File: src/rtl/ibex_mem_arb_pkg.sv
// Shared types for the Ibex instruction/data memory arbiter.
// Requester IDs, lock states and the outstanding-depth default.
package ibex_mem_arb_pkg;

    typedef enum logic {
        ARB_INSTR = 1'b0,
        ARB_DATA  = 1'b1
    } arb_id_e;

    typedef enum logic {
        LOCK_IDLE = 1'b0,
        LOCK_HELD = 1'b1
    } lock_state_e;

    localparam int unsigned MaxOutstandingDefault = 2;
    localparam int unsigned CountWidth = 3;

    function automatic arb_id_e other_id(arb_id_e id);
        return (id == ARB_DATA) ? ARB_INSTR : ARB_DATA;
    endfunction

endpackage

File: src/rtl/ibex_mem_arb_idfifo.sv
// Requester-ID FIFO: remembers which side owns each outstanding
// transaction so responses can be routed back in order.
module ibex_mem_arb_idfifo
    import ibex_mem_arb_pkg::*;
#(
    parameter int unsigned Depth = MaxOutstandingDefault
) (
    input  logic                  clk_i,
    input  logic                  rst_ni,
    input  logic                  push,
    input  logic                  pop,
    input  logic                  id_in,
    output logic                  id_out,
    output logic [CountWidth-1:0] count,
    output logic                  full,
    output logic                  empty
);

    localparam int PtrW = (Depth > 1) ? $clog2(Depth) : 1;
    localparam logic [PtrW-1:0] LastPtr = PtrW'(Depth - 1);

    logic [Depth-1:0]      slots;
    logic [PtrW-1:0]       wptr;
    logic [PtrW-1:0]       rptr;
    logic [CountWidth-1:0] cnt_q;
    logic                  do_push;
    logic                  do_pop;

    assign full    = (cnt_q == CountWidth'(Depth));
    assign empty   = (cnt_q == '0);
    assign count   = cnt_q;
    assign id_out  = slots[rptr];
    assign do_push = push & ~full;
    assign do_pop  = pop & ~empty;

    always_ff @(posedge clk_i or negedge rst_ni) begin
        if (!rst_ni) begin
            slots <= '0;
            wptr  <= '0;
            rptr  <= '0;
            cnt_q <= '0;
        end else begin
            if (do_push) begin
                slots[wptr] <= id_in;
                wptr        <= (wptr == LastPtr) ? '0 : wptr + 1'b1;
            end
            if (do_pop) begin
                rptr <= (rptr == LastPtr) ? '0 : rptr + 1'b1;
            end
            // A same-cycle push and pop leaves the occupancy unchanged.
            if (do_push && !do_pop) begin
                cnt_q <= cnt_q + 1'b1;
            end else if (do_pop && !do_push) begin
                cnt_q <= cnt_q - 1'b1;
            end
        end
    end

endmodule

File: src/rtl/ibex_mem_arbiter.sv
// Two-into-one memory port arbiter for Ibex instruction and data sides.
// Define IBEX_MEM_ARB_RR_EN for round-robin; default is fixed data priority.
module ibex_mem_arbiter
    import ibex_mem_arb_pkg::*;
#(
    parameter int unsigned MaxOutstanding = MaxOutstandingDefault
) (
    input  logic        clk_i,
    input  logic        rst_ni,

    input  logic        instr_req_i,
    output logic        instr_gnt_o,
    input  logic [31:0] instr_addr_i,
    output logic        instr_rvalid_o,
    output logic [31:0] instr_rdata_o,
    output logic        instr_err_o,

    input  logic        data_req_i,
    output logic        data_gnt_o,
    input  logic        data_we_i,
    input  logic [3:0]  data_be_i,
    input  logic [31:0] data_addr_i,
    input  logic [31:0] data_wdata_i,
    output logic        data_rvalid_o,
    output logic [31:0] data_rdata_o,
    output logic        data_err_o,

    output logic        mem_req_o,
    input  logic        mem_gnt_i,
    output logic        mem_we_o,
    output logic [3:0]  mem_be_o,
    output logic [31:0] mem_addr_o,
    output logic [31:0] mem_wdata_o,
    input  logic        mem_rvalid_i,
    input  logic [31:0] mem_rdata_i,
    input  logic        mem_err_i
);

    lock_state_e           lock_q;
    arb_id_e               lock_id_q;
    arb_id_e               pick;
    arb_id_e               winner;
    arb_id_e               head_id;
    logic                  accept;
    logic                  rsp_valid;
    logic                  fifo_head;
    logic                  fifo_full;
    logic                  fifo_empty;
    logic [CountWidth-1:0] fifo_count;
    logic                  unused_count;

`ifdef IBEX_MEM_ARB_RR_EN
    arb_id_e last_gnt_q;
`endif

    always_comb begin
        pick = ARB_INSTR;
        if (data_req_i && instr_req_i) begin
`ifdef IBEX_MEM_ARB_RR_EN
            pick = other_id(last_gnt_q);
`else
            pick = ARB_DATA;
`endif
        end else if (data_req_i) begin
            pick = ARB_DATA;
        end
    end

    // A stalled request keeps its owner until the memory accepts it.
    assign winner = (lock_q == LOCK_HELD) ? lock_id_q : pick;

    assign mem_req_o = (instr_req_i | data_req_i) & ~fifo_full & rst_ni;
    assign accept    = mem_req_o & mem_gnt_i;

    assign instr_gnt_o = accept & (winner == ARB_INSTR);
    assign data_gnt_o  = accept & (winner == ARB_DATA);

    always_comb begin
        mem_we_o    = 1'b0;
        mem_be_o    = 4'hF;
        mem_addr_o  = instr_addr_i;
        mem_wdata_o = '0;
        if (winner == ARB_DATA) begin
            mem_we_o    = data_we_i;
            mem_be_o    = data_be_i;
            mem_addr_o  = data_addr_i;
            mem_wdata_o = data_wdata_i;
        end
    end

    always_ff @(posedge clk_i or negedge rst_ni) begin
        if (!rst_ni) begin
            lock_q    <= LOCK_IDLE;
            lock_id_q <= ARB_INSTR;
        end else begin
            unique case (lock_q)
                LOCK_IDLE: begin
                    if (mem_req_o && !mem_gnt_i) begin
                        lock_q    <= LOCK_HELD;
                        lock_id_q <= pick;
                    end
                end
                LOCK_HELD: begin
                    if (accept) begin
                        lock_q <= LOCK_IDLE;
                    end
                end
                default: lock_q <= LOCK_IDLE;
            endcase
        end
    end

`ifdef IBEX_MEM_ARB_RR_EN
    always_ff @(posedge clk_i or negedge rst_ni) begin
        if (!rst_ni) begin
            last_gnt_q <= ARB_INSTR;
        end else if (accept) begin
            last_gnt_q <= winner;
        end
    end
`endif

    ibex_mem_arb_idfifo #(
        .Depth (MaxOutstanding)
    ) u_idfifo (
        .clk_i  (clk_i),
        .rst_ni (rst_ni),
        .push   (accept),
        .pop    (rsp_valid),
        .id_in  (winner),
        .id_out (fifo_head),
        .count  (fifo_count),
        .full   (fifo_full),
        .empty  (fifo_empty)
    );

    assign unused_count = ^fifo_count;

    // Responses with nothing outstanding are stale and dropped.
    assign rsp_valid = mem_rvalid_i & ~fifo_empty & rst_ni;
    assign head_id   = arb_id_e'(fifo_head);

    assign instr_rvalid_o = rsp_valid & (head_id == ARB_INSTR);
    assign data_rvalid_o  = rsp_valid & (head_id == ARB_DATA);

    assign instr_rdata_o = mem_rdata_i;
    assign data_rdata_o  = mem_rdata_i;
    assign instr_err_o   = mem_err_i & instr_rvalid_o;
    assign data_err_o    = mem_err_i & data_rvalid_o;

endmodule

File: config.mk
export PLATFORM = sky130hd
export DESIGN_NAME = ibex_mem_arbiter
export DESIGN_NICKNAME = d
export VERILOG_FILES = /design/src/rtl/ibex_mem_arb_pkg.sv /design/src/rtl/ibex_mem_arb_idfifo.sv /design/src/rtl/ibex_mem_arbiter.sv
export SDC_FILE = /design/constraint.sdc
export NUM_CORES = 1
export LEC_CHECK = 0
export CORE_AREA = 2 2 108 110
export CTS_CLUSTER_SIZE = 24
export DETAILED_ROUTE_END_ITERATION = 7
export DIE_AREA = 0 0 110 112
export GPL_TIMING_DRIVEN = 0
export PLACE_DENSITY = 0.69
export SKIP_LAST_GASP = 1
export SYNTH_ARGS = -nofsm -noshare
export SYNTH_HDL_FRONTEND = slang
export SYNTH_HIERARCHICAL = 1
export SYNTH_SLANG_ARGS = --single-unit
File: constraint.sdc
create_clock -name clk_i -period 3 [get_ports clk_i]
set_input_delay 0.6 -clock clk_i [delete_from_list [all_inputs] [get_ports clk_i]]
set_output_delay 0.6 -clock clk_i [all_outputs]
set_load 0.05 [all_outputs]
== Word-level counts from Yosys, hierarchy flattened ==
Index checks and enable logic that the tools add are counted.
Widths: inputs -> output; s select.
Operators by class
  add/sub/neg operators: 4
  bitwise logic cells: 19
  order comparisons: 3
  equality and inequality tests: 1
  multiplexer cells: 19
  reduce and logical (&&, ||, !) cells: 11
Operator list (count)
  $mux 32: 2
  $and 1x1->1: 13
  $mux 1: 11
  $mux 3: 2
  $logic_and 1x1->1: 5
  $not 1->1: 5
  $lt 1x2->1 const B: 2
  $mux 4: 1
  $add 3x1->3 const B: 1
  $eq 3x2->1 const B: 1
  $logic_not 1->1: 3
  $logic_not 3->1: 1
  $sub 3x1->3 const B: 1
  $add 1x1->1 const B: 2
  $bwmux 2: 1
  $pmux 1 s2: 1
  $reduce_and 2->1: 1
  $reduce_bool 2->1: 1
  $demux 1 s1: 1
  $ge 1x1->1 const B: 1
  $or 1x1->1: 1
Word-level totals
  output and inout bits: 140
  word-level logic and storage cells: 63
  bits in registers: 9
  input port bits: 140

== Longest topological paths before layout ==
  word-level depth: 10
  mapped depth: 11
  gate-level depth less buffers: 11

== By module ==
The synthesis kept the hierarchy.
By module, submodules not included
  ibex_mem_arbiter: times used 1, cells each 159, sequential area each 50.0 sq um, area an instance 1417.6 sq um
  ibex_mem_arb_idfifo: times used 1, cells each 27, sequential area each 175.2 sq um, area an instance 357.8 sq um

== Worst setup path after synthesis ==
No wires, ideal clock.
  kind: input -> output
  start: input rst_ni
  end: output instr_err_o
  stages: 3
  data required time: 2.400 ns
  buffers on the path: 0
  data arrival time: 2.074 ns
  setup slack: 0.326 ns
  cells stage by stage: and3b_1 nor2b_1 and2_1
On the way
  word-level cells in the longest chain between the ends: 3
RTL lines
  from (decl): RTL line ibex_mem_arbiter.sv:9  | input logic rst_ni,
  $and 1x1->1: RTL line ibex_mem_arbiter.sv:140  | assign rsp_valid = mem_rvalid_i & ~fifo_empty & rst_ni;
  $and 1x1->1: RTL line ibex_mem_arbiter.sv:143  | assign instr_rvalid_o = rsp_valid & (head_id == ARB_INSTR);
  net instr_rvalid_o: RTL line ibex_mem_arbiter.sv:14  | output logic instr_rvalid_o,
  $and 1x1->1: RTL line ibex_mem_arbiter.sv:148  | assign instr_err_o = mem_err_i & instr_rvalid_o;
  to (decl): RTL line ibex_mem_arbiter.sv:16  | output logic instr_err_o,
The timed path passes the listed nets, and every way through them passes these cells.

== Final worst setup path ==
  start: input mem_rvalid_i
  end: output data_err_o
On the way
  word-level cells in the longest chain between the ends: 4
RTL lines
  from (decl): RTL line ibex_mem_arbiter.sv:34  | input logic mem_rvalid_i,
  $and 1x1->1 (2 in series): RTL line ibex_mem_arbiter.sv:140
  net rsp_valid: RTL line ibex_mem_arbiter.sv:45  | logic rsp_valid;
  $and 1x1->1: RTL line ibex_mem_arbiter.sv:144  | assign data_rvalid_o = rsp_valid & (head_id == ARB_DATA);
  $and 1x1->1: RTL line ibex_mem_arbiter.sv:149  | assign data_err_o = mem_err_i & data_rvalid_o;
  to (decl): RTL line ibex_mem_arbiter.sv:26  | output logic data_err_o,
The timed path passes the listed nets, and every way through them passes these cells.

==> summary.md <==
| Metric | Value |
|---|---|
| Status | finished clean |
| Syn_nets | 328 |
| Final Hold Viols | 0 |
| Worst Max-Slew Pin Slew | 0.530 ns |
| Combined area of the multi-input logic cells | 998 um^2 |
| DP Area | 0.00443 mm^2 |
| Largest net degree at the start of global routing | 12 |
| Die Area | 0.0123 mm^2 |
| Sequential-to-total area share from yosys stat | 12.7% |
| Core Region | 0.0112 mm^2 |
| Vias in the first global route | 2076 |
| CTS buffer count | 3 |
| DRC Markers | 0 |
| Layout cells sized above 1 | 28.2% |
| Die height | 112 um |
| WL/cell | 13.2 um |
| Critical Path AT | 2.19 ns |
| I/O pin cnt | 280 |
| H-Tree Depth | 1 |
| Synthesized flop and latch total | 9 |
| CTS tree | yes |
| Design Area, Final | 0.00444 mm^2 |
| Detailed-placement wirelength estimate | 6.86 mm |
| IO Port Bufs | 247 |
| Die W | 110 um |
| Crit path from | mem_rvalid_i |
| Critical Path End Type | primary output |
| Startpoint types | input port |
| Max-cap violations | 0 |
| Synth Cell Area | 0.00178 mm^2 |
| Hold Crit Class | in2async |
| Layout fillers | 1131 |
| Initial antenna violation count | 0 |
| P_leak | 0.00210 uW |
| Unrepaired setup endpoints after global routing | false |
| CTS max path bufs | 2 |
| FP Rows | 39 |
| Fin. max-slew vios | 0 |
| Area grow syn2layout | 150% |
| Path depth of the worst reg2reg path | 11 |
| Vias | 2083 |
| Worst Skew | 0.00198 ns |
| Clk pin slew, worst setup/hold paths | 0.04 ns |
| Initial detailed-routing violation count | 50 |
| Max VDD drop | 0.000407 V |
| # diodes | 0 |
| First-pass GRT wire length | 10.5 mm |
| CTS Root Buffer Type | clkbuf_16 |
| PD cells | 720 mW/mm^2 |
| Final WL | 7.68 mm |
| WS Path Type | in2out |
| Vias/cell | 3.58 |
| WP data required | 2.40 ns |
| Cells after Synth | 186 |
| Total track usage | 10.8% |
| Clock Latency Late Sink | 0.23 ns |
| Worst-path maximum fanout | 4 |
| Clock sink count | 9 |
| Detail Route Antenna Nets | 0 |
| Register area | 225 um^2 |
| Final Cycle Share | 93.2% |
| Count of final setup violators | 0 |
| Hold_ws | 0.233 ns |
| CTS Hold Bufs | 0 |
| Unique masters post-synth | 27 |
| Max-slew headroom | 64.6% |
| Yosys warns | 6 |
| Max Fclk | 0.358 GHz |
| Starting Density | 15.9% |
| Tmin final | 2.79 ns |
| Final net count | 582 |
| First-pass DRT Iterations | 3 |
| Remaining global-route overflow | 0 |
| Worst r2r src | u_idfifo/count[1] |
| Avg Cell Area, Syn | 9.55 um^2 |
| GP Congestion | 0.741 |
==> power by group <==
part | switching, uW | internal (uW)
Clock | 59.8 | 178
Sequential | 65.7 | 184
Combinational | 1690 | 1010
Total | 1820 | 1370
==> path summary, 6_finish.rpt <==
kind / end / slack [ns]
max: data_err_o / 0.21
max reg2reg: u_idfifo/count[2] / 0.39
min in group clk_i: u_idfifo/rptr / 0.48
min reg2reg: u_idfifo/rptr / 0.48
min: lock_id_q / 0.23
max in group asynchronous: u_idfifo/count[1] / 2.55
==> cell usage after synthesis, drive strengths merged <==
master / number / area [um^2]
dfrtp: 9 / 225
xnor2: 2 / 17.5
fa: 1 / 20.0
or3b: 1 / 8.76
o21a: 1 / 7.51
or2: 4 / 25.0
mux2i: 1 / 22.5
and3: 1 / 6.26
nor3: 1 / 5.00
nor2b: 34 / 213
and3b: 1 / 8.76
nor3b: 2 / 26.3
nand2: 1 / 3.75
nor2: 6 / 22.5
ha: 1 / 12.5
mux2: 37 / 533
nand2b: 2 / 12.5
and2b: 1 / 8.76
buf: 71 / 541
and2: 2 / 12.5
inv: 3 / 11.3
nor4: 1 / 6.26
xor2: 3 / 26.3
==> final cells by class <==
cell class	count	share of cell area, %
Sequential cell	9	5.07
Timing Repair Buffer	249	54.2
Clock buffer	4	1.78
Inverter	3	0.254
Tap cell	143	4.03
Buffer	71	12.2
Multi-Input combinational cell	103	22.5
==> placed cells by master, fill, tap and decap left out, types with 2 or more instances in the layout <==
| cell type | synthesis | final |
|---|---|---|
| and2_1 | 2 | 2 |
| dlygate4sd2_1 | 0 | 71 |
| xor2_1 | 3 | 3 |
| nor2_1 | 6 | 6 |
| buf_4 | 64 | 65 |
| dfrtp_1 | 9 | 9 |
| clkbuf_2 | 0 | 2 |
| nor2b_1 | 34 | 34 |
| xnor2_1 | 2 | 2 |
| or2_2 | 4 | 4 |
| mux2_4 | 31 | 31 |
| nand2b_1 | 2 | 2 |
| buf_6 | 4 | 4 |
| inv_1 | 3 | 3 |
| mux2_2 | 6 | 6 |
| clkbuf_16 | 0 | 3 |
| clkdlybuf4s50_1 | 0 | 172 |
| buf_2 | 3 | 3 |
==> metal layers <==
metal	track usage, %	up-vias	routed length (um)
met2	22.0	121	4160
met3	2.17	6	785
li1	-	1041	-
met5	0	-	0
met4	1.69	0	53
met1	11.1	915	2680
==> kinds of logic after synthesis <==
kind of cell / share of synthesized area, %
muxes: 31.3
adders and majority gates: 1.83
buffers and inverters: 31.1
xor gates and xnor gates: 2.47
DFF: 12.7
and+or+nand+nor: 20.2
AOI/OAI and AO/OA: 0.423
==> critical path, cell delays in order <==
cell and delay [ns]:
clkdlybuf4s50_1 0.44, and3b_1 0.19, and3_1 0.16, clkdlybuf4s50_1 0.80
==> through the flow <==
step | utilization [%] | power, uW | std cells | TNS [ns] | worst slack [ns]
2_1_floorplan | - | 2260 | 186 | 0 | 0.326
3_3_place_gp | 39.6 | 3120 | 576 | -25.08 | -0.620
3_5_place_dp | 39.6 | 3140 | 576 | -25.62 | -0.611
4_1_cts | 39.8 | 3240 | 582 | -0.0920 | -0.0920
5_1_grt | 39.7 | 3360 | 582 | 0 | 0.0916
6_report | 39.7 | 3190 | 582 | 0 | 0.205
==> timing repair <==
item                                    CTS  global route
setup buffers                             2             0
gates resized for setup                  76             5
endpoints found under the hold margin     0             0
endpoints found under the setup margin   78            16
Power figures use the tool's default switching activity.
